### src/rtl/mem_wb_writeback_if.sv
// mem_wb_writeback_if: MEM-stage inputs, register-file write port and WB forwarding bundle.
// retire_count exists only when WB_RETIRE_CNT_EN is defined.
interface mem_wb_writeback_if #(
    parameter int XLEN    = 32,
    parameter int RADDR_W = 5
);
    logic               stall;
    logic               flush;
    logic               m_valid;
    logic               m_regwrite;
    logic [RADDR_W-1:0] m_rd;
    logic [1:0]         m_resultsrc;
    logic [2:0]         m_funct3;
    logic [XLEN-1:0]    m_alu_result;
    logic [XLEN-1:0]    m_read_data;
    logic [XLEN-1:0]    m_pc_plus4;
    logic               rf_we;
    logic [RADDR_W-1:0] rf_a3;
    logic [XLEN-1:0]    rf_wd3;
    logic               fwd_valid;
    logic [RADDR_W-1:0] fwd_rd;
    logic [XLEN-1:0]    fwd_data;
    logic               retire_pulse;
`ifdef WB_RETIRE_CNT_EN
    logic [63:0]        retire_count;
`endif

    modport master (
        output stall, flush, m_valid, m_regwrite, m_rd, m_resultsrc, m_funct3,
               m_alu_result, m_read_data, m_pc_plus4,
`ifdef WB_RETIRE_CNT_EN
        input  retire_count,
`endif
        input  rf_we, rf_a3, rf_wd3, fwd_valid, fwd_rd, fwd_data, retire_pulse
    );

    modport slave (
        input  stall, flush, m_valid, m_regwrite, m_rd, m_resultsrc, m_funct3,
               m_alu_result, m_read_data, m_pc_plus4,
`ifdef WB_RETIRE_CNT_EN
        output retire_count,
`endif
        output rf_we, rf_a3, rf_wd3, fwd_valid, fwd_rd, fwd_data, retire_pulse
    );
endinterface

### src/rtl/mem_wb_writeback.sv
// mem_wb_writeback: RV32I MEM/WB stage register, load extraction and register-file writeback.
// Define WB_RETIRE_CNT_EN to add the 64-bit retire_count output.
module mem_wb_writeback #(
    parameter int XLEN    = 32,
    parameter int RADDR_W = 5
) (
    input logic               clk,
    input logic               reset,
    mem_wb_writeback_if.slave bus
);
    logic               r_valid;
    logic               r_done;
    logic               r_regwrite;
    logic [RADDR_W-1:0] r_rd;
    logic [1:0]         r_resultsrc;
    logic [2:0]         r_funct3;
    logic [XLEN-1:0]    r_alu;
    logic [XLEN-1:0]    r_rdata;
    logic [XLEN-1:0]    r_pc4;

    logic [1:0]         w_off;
    logic [7:0]         w_byte;
    logic [15:0]        w_half;
    logic               w_sext;
    logic [XLEN-1:0]    w_load;
    logic [XLEN-1:0]    w_result;
    logic               w_fwd;
    logic               w_retire;

    // done marks a held instruction whose write and retirement already happened
    always_ff @(posedge clk or posedge reset) begin
        if (reset) begin
            r_valid     <= 1'b0;
            r_done      <= 1'b0;
            r_regwrite  <= 1'b0;
            r_rd        <= '0;
            r_resultsrc <= '0;
            r_funct3    <= '0;
            r_alu       <= '0;
            r_rdata     <= '0;
            r_pc4       <= '0;
        end else if (bus.flush) begin
            r_valid <= 1'b0;
            r_done  <= 1'b0;
        end else if (bus.stall) begin
            r_done <= r_done | r_valid;
        end else begin
            r_valid     <= bus.m_valid;
            r_done      <= 1'b0;
            r_regwrite  <= bus.m_regwrite;
            r_rd        <= bus.m_rd;
            r_resultsrc <= bus.m_resultsrc;
            r_funct3    <= bus.m_funct3;
            r_alu       <= bus.m_alu_result;
            r_rdata     <= bus.m_read_data;
            r_pc4       <= bus.m_pc_plus4;
        end
    end

    // funct3[1] selects full word, funct3[0] halfword vs byte, funct3[2] zero-extension
    always_comb begin
        w_off    = r_alu[1:0];
        w_byte   = r_rdata[{w_off, 3'b000} +: 8];
        w_half   = w_off[1] ? r_rdata[31:16] : r_rdata[15:0];
        w_sext   = !r_funct3[2] & (r_funct3[0] ? w_half[15] : w_byte[7]);
        w_load   = r_funct3[1] ? r_rdata :
                   r_funct3[0] ? {{16{w_sext}}, w_half} : {{24{w_sext}}, w_byte};
        w_result = (r_resultsrc == 2'b01) ? w_load :
                   (r_resultsrc == 2'b10) ? r_pc4 : r_alu;
        w_fwd    = r_valid & r_regwrite & (r_rd != '0);
        w_retire = r_valid & !r_done;
    end

    assign bus.rf_we        = w_fwd & !r_done;
    assign bus.rf_a3        = r_rd;
    assign bus.rf_wd3       = w_result;
    assign bus.fwd_valid    = w_fwd;
    assign bus.fwd_rd       = r_rd;
    assign bus.fwd_data     = w_result;
    assign bus.retire_pulse = w_retire;

`ifdef WB_RETIRE_CNT_EN
    logic [63:0] r_retire_cnt;

    always_ff @(posedge clk or posedge reset) begin
        if (reset)
            r_retire_cnt <= '0;
        else if (w_retire)
            r_retire_cnt <= r_retire_cnt + 64'd1;
    end

    assign bus.retire_count = r_retire_cnt;
`endif
endmodule

### src/flat_wrapper.sv
// flat-port wrapper written by rule: the top's interface ports become plain ports
module mem_wb_writeback_flat 
#(
    parameter int XLEN    = 32,
    parameter int RADDR_W = 5
)
  (clk, reset, bus_stall, bus_flush, bus_m_valid, bus_m_regwrite, bus_m_rd, bus_m_resultsrc, bus_m_funct3, bus_m_alu_result, bus_m_read_data, bus_m_pc_plus4, bus_rf_we, bus_rf_a3, bus_rf_wd3, bus_fwd_valid, bus_fwd_rd, bus_fwd_data, bus_retire_pulse);
  mem_wb_writeback_if #(.XLEN(XLEN), .RADDR_W(RADDR_W)) bus_i ();
  input logic clk;
  input logic reset;
  input wire logic [$bits(bus_i.stall)-1:0] bus_stall;
  input wire logic [$bits(bus_i.flush)-1:0] bus_flush;
  input wire logic [$bits(bus_i.m_valid)-1:0] bus_m_valid;
  input wire logic [$bits(bus_i.m_regwrite)-1:0] bus_m_regwrite;
  input wire logic [$bits(bus_i.m_rd)-1:0] bus_m_rd;
  input wire logic [$bits(bus_i.m_resultsrc)-1:0] bus_m_resultsrc;
  input wire logic [$bits(bus_i.m_funct3)-1:0] bus_m_funct3;
  input wire logic [$bits(bus_i.m_alu_result)-1:0] bus_m_alu_result;
  input wire logic [$bits(bus_i.m_read_data)-1:0] bus_m_read_data;
  input wire logic [$bits(bus_i.m_pc_plus4)-1:0] bus_m_pc_plus4;
  output wire logic [$bits(bus_i.rf_we)-1:0] bus_rf_we;
  output wire logic [$bits(bus_i.rf_a3)-1:0] bus_rf_a3;
  output wire logic [$bits(bus_i.rf_wd3)-1:0] bus_rf_wd3;
  output wire logic [$bits(bus_i.fwd_valid)-1:0] bus_fwd_valid;
  output wire logic [$bits(bus_i.fwd_rd)-1:0] bus_fwd_rd;
  output wire logic [$bits(bus_i.fwd_data)-1:0] bus_fwd_data;
  output wire logic [$bits(bus_i.retire_pulse)-1:0] bus_retire_pulse;
  assign bus_i.stall = bus_stall;
  assign bus_i.flush = bus_flush;
  assign bus_i.m_valid = bus_m_valid;
  assign bus_i.m_regwrite = bus_m_regwrite;
  assign bus_i.m_rd = bus_m_rd;
  assign bus_i.m_resultsrc = bus_m_resultsrc;
  assign bus_i.m_funct3 = bus_m_funct3;
  assign bus_i.m_alu_result = bus_m_alu_result;
  assign bus_i.m_read_data = bus_m_read_data;
  assign bus_i.m_pc_plus4 = bus_m_pc_plus4;
  assign bus_rf_we = bus_i.rf_we;
  assign bus_rf_a3 = bus_i.rf_a3;
  assign bus_rf_wd3 = bus_i.rf_wd3;
  assign bus_fwd_valid = bus_i.fwd_valid;
  assign bus_fwd_rd = bus_i.fwd_rd;
  assign bus_fwd_data = bus_i.fwd_data;
  assign bus_retire_pulse = bus_i.retire_pulse;
  mem_wb_writeback #(.XLEN(XLEN), .RADDR_W(RADDR_W)) u_core (.clk(clk), .reset(reset), .bus(bus_i));
endmodule
### config.mk
export PLATFORM = sky130hd
export DESIGN_NAME = mem_wb_writeback_flat
export DESIGN_NICKNAME = d
export VERILOG_FILES = /design/src/rtl/mem_wb_writeback_if.sv /design/src/rtl/mem_wb_writeback.sv /design/src/flat_wrapper.sv
export SDC_FILE = /design/constraint.sdc
export NUM_CORES = 1
export LEC_CHECK = 0
export ABC_AREA = 1
export CORE_ASPECT_RATIO = 1.4
export CORE_MARGIN = 4
export CORE_UTILIZATION = 42
export DETAILED_ROUTE_END_ITERATION = 10
export PLACE_DENSITY = 0.78
export SYNTH_ARGS = -nofsm -noshare
export SYNTH_HDL_FRONTEND = slang
export SYNTH_SLANG_ARGS = --single-unit
### constraint.sdc
create_clock -name clk -period 3.5 [get_ports clk]
set_input_delay 0.7 -clock clk [delete_from_list [all_inputs] [get_ports clk]]
set_output_delay 0.7 -clock clk [all_outputs]
set_load 0.03 [all_outputs]
== Yosys cells after proc, flatten, opt, wreduce, memory -nomap -nowiden ==
Cells that the tools add are included.

* Eq/ne operators: 3
* Mux-type cells: 10
* Reductions and logical operators: 4
* Shifts and indexed selects: 1
* Bitwise operators: 8

{| class="wikitable"
|+ Operators with widths
! operator !! number
|-
| 32-bit 2-to-1 mux || 3
|-
| 16-bit 2-to-1 mux || 2
|-
| 32-bit by 6-bit indexed part select with 8-bit output || 1
|-
| 1-bit AND || 5
|-
| 1-bit 2-to-1 mux || 5
|-
| 5-bit nonzero test || 1
|-
| 2-bit by 1-bit equality test with 1-bit output, second input constant || 1
|-
| 2-bit equality test, second input constant || 1
|-
| 1-bit logical NOT || 2
|-
| 2-bit by 1-bit inequality test with 1-bit output, second input constant || 1
|-
| 1-bit inverter || 2
|-
| 2-bit AND reduction || 1
|-
| 1-bit OR || 1
|}

* Logic and storage cells: 35
* Output and inout bits: 77
* Input port bits: 112
* Register bits: 109

== Logic depth before layout (Yosys ltp) ==
Gate-level depths: netlist of run 1.

* Depth after elaboration: 6
* Mapped depth: 12
* Depth with buffers taken out: 9

== Worst setup path after synthesis of run 1 ==
Ideal clock, no wire load.

* Path type: register -> output
* From: register u_core.r_funct3[0]
* To: output bus_rf_wd3[2]
* Data arrival time: 2.053 ns
* Required time: 2.800 ns
* Cell stages (with the launch flop): 9
* Path slack: 0.747 ns
* Cell sequence: dfrtp_1 -> buf_6 -> inv_4 -> nand2_2 -> a21oi_1 -> buf_2 -> o21ai_0 -> o21ai_0 -> buf_4

* Longest elaborated chain between the ends: 3

{| class="wikitable"
|+ RTL lines
! what !! line !! source
|-
| start, declared || mem_wb_writeback.sv:16 || <nowiki>logic [2:0] r_funct3;</nowiki>
|-
| start signal, assigned || mem_wb_writeback.sv:53 || <nowiki>r_funct3 <= bus.m_funct3;</nowiki>
|-
| 16-bit 2-to-1 mux || mem_wb_writeback.sv:67 || <nowiki>r_funct3[0] ? {{16{w_sext}}, w_half} : {{24{w_sext}}, w_byte};</nowiki>
|-
| 32-bit 2-to-1 mux || mem_wb_writeback.sv:66 || <nowiki>w_load = r_funct3[1] ? r_rdata :</nowiki>
|-
| 32-bit 2-to-1 mux || mem_wb_writeback.sv:68 || <nowiki>w_result = (r_resultsrc == 2'b01) ? w_load :</nowiki>
|-
| end, declared || flat_wrapper.sv:23 || <nowiki>output wire logic [$bits(bus_i.rf_wd3)-1:0] bus_rf_wd3;</nowiki>
|}

No other way between the ends.

== Worst setup path after layout of run 1 ==
* From: register u_core.r_alu[1]
* To: output bus_rf_wd3[31]

* Longest elaborated chain between the ends: 5
* Elaborated cells on any way between the ends: 6

{| class="wikitable"
|+ RTL lines
! what !! line !! source
|-
| start, declared || mem_wb_writeback.sv:17 || <nowiki>logic [XLEN-1:0] r_alu;</nowiki>
|-
| start signal, assigned || mem_wb_writeback.sv:54 || <nowiki>r_alu <= bus.m_alu_result;</nowiki>
|-
| 32-bit by 6-bit indexed part select with 8-bit output / 16-bit 2-to-1 mux (equally long branches) || mem_wb_writeback.sv:63, mem_wb_writeback.sv:64 ||
|-
| 1-bit 2-to-1 mux * || mem_wb_writeback.sv:65 || <nowiki>w_sext = !r_funct3[2] & (r_funct3[0] ? w_half[15] : w_byte[7]);</nowiki>
|-
| 1-bit AND * || mem_wb_writeback.sv:65 ||
|-
| 32-bit 2-to-1 mux * || mem_wb_writeback.sv:66 ||
|-
| 32-bit 2-to-1 mux * || mem_wb_writeback.sv:68 ||
|}

Mark *: on every way between the ends. The rest lies on a longest branch, timed or not.

==> results of run 1 <==
-- path summary, 6_finish.rpt --
path	to	slack, ns	from	cells after the start
setup / recovery	bus_rf_wd3[31]	0.26	u_core.r_alu[1]$_DFFE_PP0P_	7
hold / removal	u_core.r_alu[5]$_DFFE_PP0P_	0.47	u_core.r_alu[5]$_DFFE_PP0P_	2
setup reg to reg	u_core.r_funct3[1]$_DFFE_PP0P_	2.23	u_core.r_funct3[1]$_DFFE_PP0P_	2
hold reg to reg	u_core.r_alu[5]$_DFFE_PP0P_	0.47	u_core.r_alu[5]$_DFFE_PP0P_	2
max in group asynchronous	u_core.r_pc4[22]$_DFFE_PP0P_	2.16	reset	3
min in group asynchronous	u_core.bus.fwd_rd[3]$_DFFE_PP0P_	0.72	reset	2
-- state kept, by name (all words and copies together), names as in the netlist --
| signal | count |
|---|---|
| u_core.r_valid | 1 |
| u_core.r_resultsrc | 2 |
| u_core.r_alu | 32 |
| u_core.r_pc4 | 32 |
| u_core.bus.fwd_rd | 5 |
| u_core.r_funct3 | 3 |
| u_core.r_rdata | 32 |
| u_core.r_regwrite | 1 |
| u_core.r_done | 1 |
-- critical path, stage by stage, from the launching register on --
cell and delay [ns]:
dfrtp_1 0.65, inv_2 0.16, nand2_1 0.09, nand3_1 0.08
nand3_2 0.12, nand3_4 0.17, a21oi_2 0.22, clkdlybuf4s50_1 0.69
-- per-stage QoR --
stage / hold WS, ns / power, mW / utilization (%) / cells
after detailed placement: 0.459 / 3.06 / 55.6 / 1062
final: 0.474 / 4.06 / 58.0 / 1078
after CTS: 0.478 / 4.10 / 58.0 / 1078
after global routing: 0.496 / 4.29 / 58.0 / 1078
after global placement: 0.454 / 3.04 / 55.6 / 1062
after floorplan: 0.437 / 2.56 / - / 764
-- report_power, final --
group	switching (mW)	total (mW)	leakage (nW)	internal, mW
Combinational	0.950	1.51	2.29	0.561
Sequential	0.0983	1.51	1.35	1.42
Clock	0.469	1.03	0.143	0.562
-- layer usage --
metal | share of wire, % | vias to the layer above | GRT usage [%] | wire, um
met5 | 0 | - | 0 | 0
met4 | 2.3 | 0 | 7.57 | 365
met3 | 4.6 | 21 | 3.51 | 745
met2 | 53 | 150 | 37.6 | 8460
met1 | 40 | 2319 | 25.7 | 6470
li1 | - | 2586 | - | -
-- cells in the final DEF (no fill, tap or decap), drive strengths merged, types with 2 or more instances in the layout --
| cell | Yosys | final |
|---|---|---|
| nor2 | 38 | 38 |
| clkbuf | 14 | 10 |
| inv | 65 | 65 |
| clkinv | 0 | 3 |
| o21ai | 84 | 84 |
| a21oi | 56 | 56 |
| nand2 | 322 | 322 |
| nand3 | 8 | 8 |
| dfrtp | 109 | 109 |
| clkinvlp | 0 | 2 |
| buf | 65 | 73 |
| clkdlybuf4s50 | 0 | 126 |
-- logic make-up after synthesis --
| logic type | share of synthesized area, % |
|---|---|
| buffers and inverters | 13.1 |
| AOI/OAI and AO/OA | 12.8 |
| DFF | 48.7 |
| and+or+nand+nor | 25.4 |
-- final cells by class --
type | instances | area, um^2 | area share, %
flip-flops and latches | 109 | 2730 | 36.4
inverters | 65 | 250 | 3.34
clock inverters | 6 | 72.6 | 0.968
multi-input cells | 511 | 2150 | 28.7
repair buffers | 199 | 1850 | 24.6
clock buffers | 10 | 229 | 3.05
well taps | 178 | 223 | 2.97
==> results.sh, run 1 <==
export IMPL_yosysSeqAreaShare_pct=48.7
export IMPL_cts_made_buffers=9
export IMPL_boundaryPins=189
export IMPL_ant_nets=0
export IMPL_crit_arrival_ns=2.54
export IMPL_syn_area_per_cell_um2=7.33
export IMPL_rows=49
export IMPL_drive_gt1_share_pct=11.2
export IMPL_numClockSinks=109
export IMPL_dieArea_um2=15300
export IMPL_clk_pin_slew_ns=0.07
export IMPL_grt_max_degree=166
export IMPL_clock_path_buffers=2
export IMPL_grt_pass1_vias=4847
export IMPL_ys_top_cells_by_count="318 x nand2_1, 109 x dfrtp_1, 84 x o21ai_0, 61 x inv_1, 55 x a21oi_1"
export IMPL_finalCritPeriodShare_pct=92.5
export IMPL_max_cap_violations=0
export IMPL_gp_congestion=0.827
export IMPL_area_growth_pct=33.9
export IMPL_hold_viol_final=0
export IMPL_fin_crit_ns=3.24
export IMPL_via_per_inst=4.71
export IMPL_critPathRequiredTime_ns=2.80
export IMPL_final_setup_viol_count=0
export IMPL_antenna_found_initial=0
export IMPL_outcome="complete, no violations"
export IMPL_startpoint_type="flop"
export IMPL_synth_edf_count=0
export IMPL_fmax_mhz=309
export IMPL_rsz0062_at_grt="false"
export IMPL_routedWlPerCell_um=14.9
export IMPL_grt_pass1_wl_um=25100
export IMPL_max_slew_margin_pct=37.7
export IMPL_tns_ns=0
export IMPL_core_area_um2=12900
export IMPL_ir_drop_v=0.000275
export IMPL_globalRouteTotalUtil_pct=21.0
export IMPL_dieHeight_um=145
export IMPL_hpwl_um=11900
export IMPL_synth_distinct_cells=21
export IMPL_dpl_cell_area_um2=7200
export IMPL_syn_nets=876
export IMPL_tightest_slew_ns=0.933
export IMPL_hold_path_class="reg -> reg"
export IMPL_htree_levels=3
export IMPL_post_cts_buffers=0
export IMPL_synth_cells=764
export IMPL_yosysTopAreaCellShare_pct=48.7
export IMPL_drc=0
export IMPL_finClkSkew_ns=0.0000635
export IMPL_maxSlewViolCount=0
export IMPL_ys_async_sr_fraction_pct=100
export IMPL_final_net_count=1007
export IMPL_wl_um=16000
export IMPL_ys_flop_type="dfrtp_1"
export IMPL_ys_ff_latch=109
export IMPL_initial_core_util_pct=43.3
export IMPL_syn_area_um2=5600
export IMPL_synth_most_common_cell="nand2_1"
export IMPL_port_buffers=188
export IMPL_cts_tree="yes"
export IMPL_dieWidth_um=106
export IMPL_crit_path_end_kind="output pin"
export IMPL_cp_max_fo=19
export IMPL_num_vias=5076
export IMPL_diodes=0
export IMPL_design_area_um2=7500
export IMPL_dr_pass1_iters=5
export IMPL_cts_resized_gates=0
export IMPL_clock_latency_ns=0.34
export IMPL_p_leak_nw=3.78
export IMPL_critPathKind="reg -> out"
export IMPL_fillers=1194
export IMPL_yosysTopAreaCell="dfrtp_1"
export IMPL_fin_ws_ns=0.264
export IMPL_place_ws_ns=0.617
export IMPL_overflow=0
export IMPL_synthTopCellsByArea="dfrtp_1 49%, nand2_1 21%, o21ai_0 7.5%"
export IMPL_drt_iter0_markers=311
export IMPL_cts_root_buf="clkbuf_16"
export IMPL_hold_buffers=0
export IMPL_ys_warn_count=0
export IMPL_power_density_nw_per_um2=541
Power figures use the tool's default switching activity.
==> run 2, diff against run 1 <==
==> constraint.sdc (replaced) <==
create_clock -name clk -period 3.5 [get_ports clk]
set_input_delay 0.525 -clock clk [delete_from_list [all_inputs] [get_ports clk]]
set_output_delay 0.525 -clock clk [all_outputs]
set_load 0.03 [all_outputs]
==> run 2 against run 1 <==
Design area is 1.0% lower. Non-clock buffer count is 5 lower. Register-to-register slack better by 0.22 ns. Die area stayed put. Clock power is 4% lower. Sequential share of layout area is 0.38 points higher. Total power is 1.5% lower. Critical path type unchanged. First-iteration DRC count is 6.8% higher. Worst hold slack worse by 0.00067 ns. Largest power group unchanged. Via count is 0.41% higher. Sequential power hardly changed.
==> results.sh, run 2 (same netlist as run 1, synthesis figures left out) <==
export IMPL_rr_worst_depth=2
export IMPL_max_cap_violations=0
export IMPL_grt_max_degree=166
export IMPL_holdWs_ns=0.473
export IMPL_tightest_slew_ns=0.878
export IMPL_num_vias=5097
export IMPL_dpl_cell_area_um2=7150
export IMPL_fin_crit_ns=3.10
export IMPL_dr_pass1_iters=5
export IMPL_critPathKind="reg -> out"
export IMPL_gp_congestion=0.858
export IMPL_area_growth_pct=32.5
export IMPL_final_setup_viol_count=0
export IMPL_clk_pin_slew_ns=0.06
export IMPL_rrSetupSlack_ns=2.45
export IMPL_clock_path_buffers=2
export IMPL_fmax_mhz=323
export IMPL_initial_core_util_pct=43.3
export IMPL_routedWlPerCell_um=14.7
export IMPL_dieWidth_um=106
export IMPL_overflow=0
export IMPL_post_cts_buffers=0
export IMPL_finalCritPeriodShare_pct=88.6
export IMPL_hold_path_class="reg -> reg"
export IMPL_numClockSinks=109
export IMPL_fillers=1242
export IMPL_outcome="complete, no violations"
export IMPL_rows=49
export IMPL_diodes=0
export IMPL_crit_path_end_kind="output pin"
export IMPL_drive_gt1_share_pct=10.3
export IMPL_rsz0062_at_grt="false"
export IMPL_cts_made_buffers=9
export IMPL_power_density_nw_per_um2=538
export IMPL_grt_pass1_wl_um=24300
export IMPL_hold_depth=2
export IMPL_antenna_found_initial=0
export IMPL_clock_latency_ns=0.33
export IMPL_place_ws_ns=0.820
export IMPL_p_leak_nw=3.74
export IMPL_fin_ws_ns=0.400
export IMPL_tns_ns=0
export IMPL_layout_commonest_cell="nand2_1"
export IMPL_power_mw=3.99
export IMPL_boundaryPins=189
export IMPL_hold_buffers=0
export IMPL_globalRouteTotalUtil_pct=20.2
export IMPL_dieHeight_um=145
export IMPL_multi_input_area_um2=2150
export IMPL_drt_iter0_markers=332
export IMPL_dieArea_um2=15300
export IMPL_hpwl_um=11500
export IMPL_ir_drop_v=0.000301
export IMPL_cts_tree="yes"
export IMPL_via_per_inst=4.75
export IMPL_reg_largest_list="u_core.r_alu: 32 flops, u_core.r_pc4: 32 flops, u_core.r_rdata: 32 flops"
export IMPL_seqCellArea_um2=2730
export IMPL_layout_common_cells="318 x nand2_1, 126 x clkdlybuf4s50_1, 109 x dfrtp_1, 84 x o21ai_0, 66 x buf_4"
export IMPL_final_net_count=1002
export IMPL_finClkSkew_ns=0.0000580
export IMPL_grt_pass1_vias=4749
export IMPL_critPathRequiredTime_ns=2.97
export IMPL_wl_um=15800
export IMPL_cp_max_fo=19
export IMPL_max_slew_margin_pct=41.5
export IMPL_maxSlewViolCount=0
export IMPL_hold_viol_final=0
export IMPL_design_area_um2=7420
export IMPL_ant_nets=0
export IMPL_htree_levels=3
export IMPL_cts_root_buf="clkbuf_16"
export IMPL_drc=0
export IMPL_core_area_um2=12900
export IMPL_startpoint_type="flop"
export IMPL_port_buffers=188
export IMPL_crit_arrival_ns=2.58
export IMPL_cts_resized_gates=0
run 2: area by class of cell:
type	count	area share, %
sequential	109	36.7
multi-input combinational	511	29.0
timing repair buffer	194	24.2
inverter	65	3.35
clock buffer	13	3.24
tap	178	3.00
clock inverter	2	0.472
run 2: path summary, 6_finish.rpt:
path / startpoint / to
min in group asynchronous: reset / u_core.r_pc4[21]$_DFFE_PP0P_
max: u_core.r_alu[1]$_DFFE_PP0P_ / bus_fwd_data[0]
max reg2reg: u_core.r_alu[1]$_DFFE_PP0P_ / u_core.r_alu[1]$_DFFE_PP0P_
min reg2reg: u_core.r_rdata[5]$_DFFE_PP0P_ / u_core.r_rdata[5]$_DFFE_PP0P_
max in group asynchronous: reset / u_core.r_alu[6]$_DFFE_PP0P_
min: u_core.r_rdata[5]$_DFFE_PP0P_ / u_core.r_rdata[5]$_DFFE_PP0P_
run 2: metrics by stage:
step / instances / util [%]
after floorplan: 764 / -
after global placement: 1057 / 55.2
after detailed placement: 1057 / 55.2
after CTS: 1072 / 57.4
after global routing: 1072 / 57.4
final: 1072 / 57.4
run 2: where the power goes:
group | leakage [nW] | total [mW] | switching (mW) | internal (mW)
sequential | 1.35 | 1.51 | 0.0909 | 1.42
combinational | 2.26 | 1.50 | 0.955 | 0.546
clock | 0.134 | 0.986 | 0.434 | 0.552
run 2: per-layer routing:
layer  up-vias  wire [um]  GRT usage (%)  share of wire [%]
met4         0        373           6.82                2.4
met5         -          0              0                  0
met2       162       8320           35.7                 53
li1       2573          -              -                  -
met1      2339       6370           25.6                 40
met3        23        730           2.93                4.6
run 2: critical path, cell delays in order, from the launching register on:
cell     delay (ns)
dfrtp_1        0.64
inv_2          0.16
a21oi_1        0.61
o21ai_0        0.19
o21ai_0        0.40
buf_4          0.24
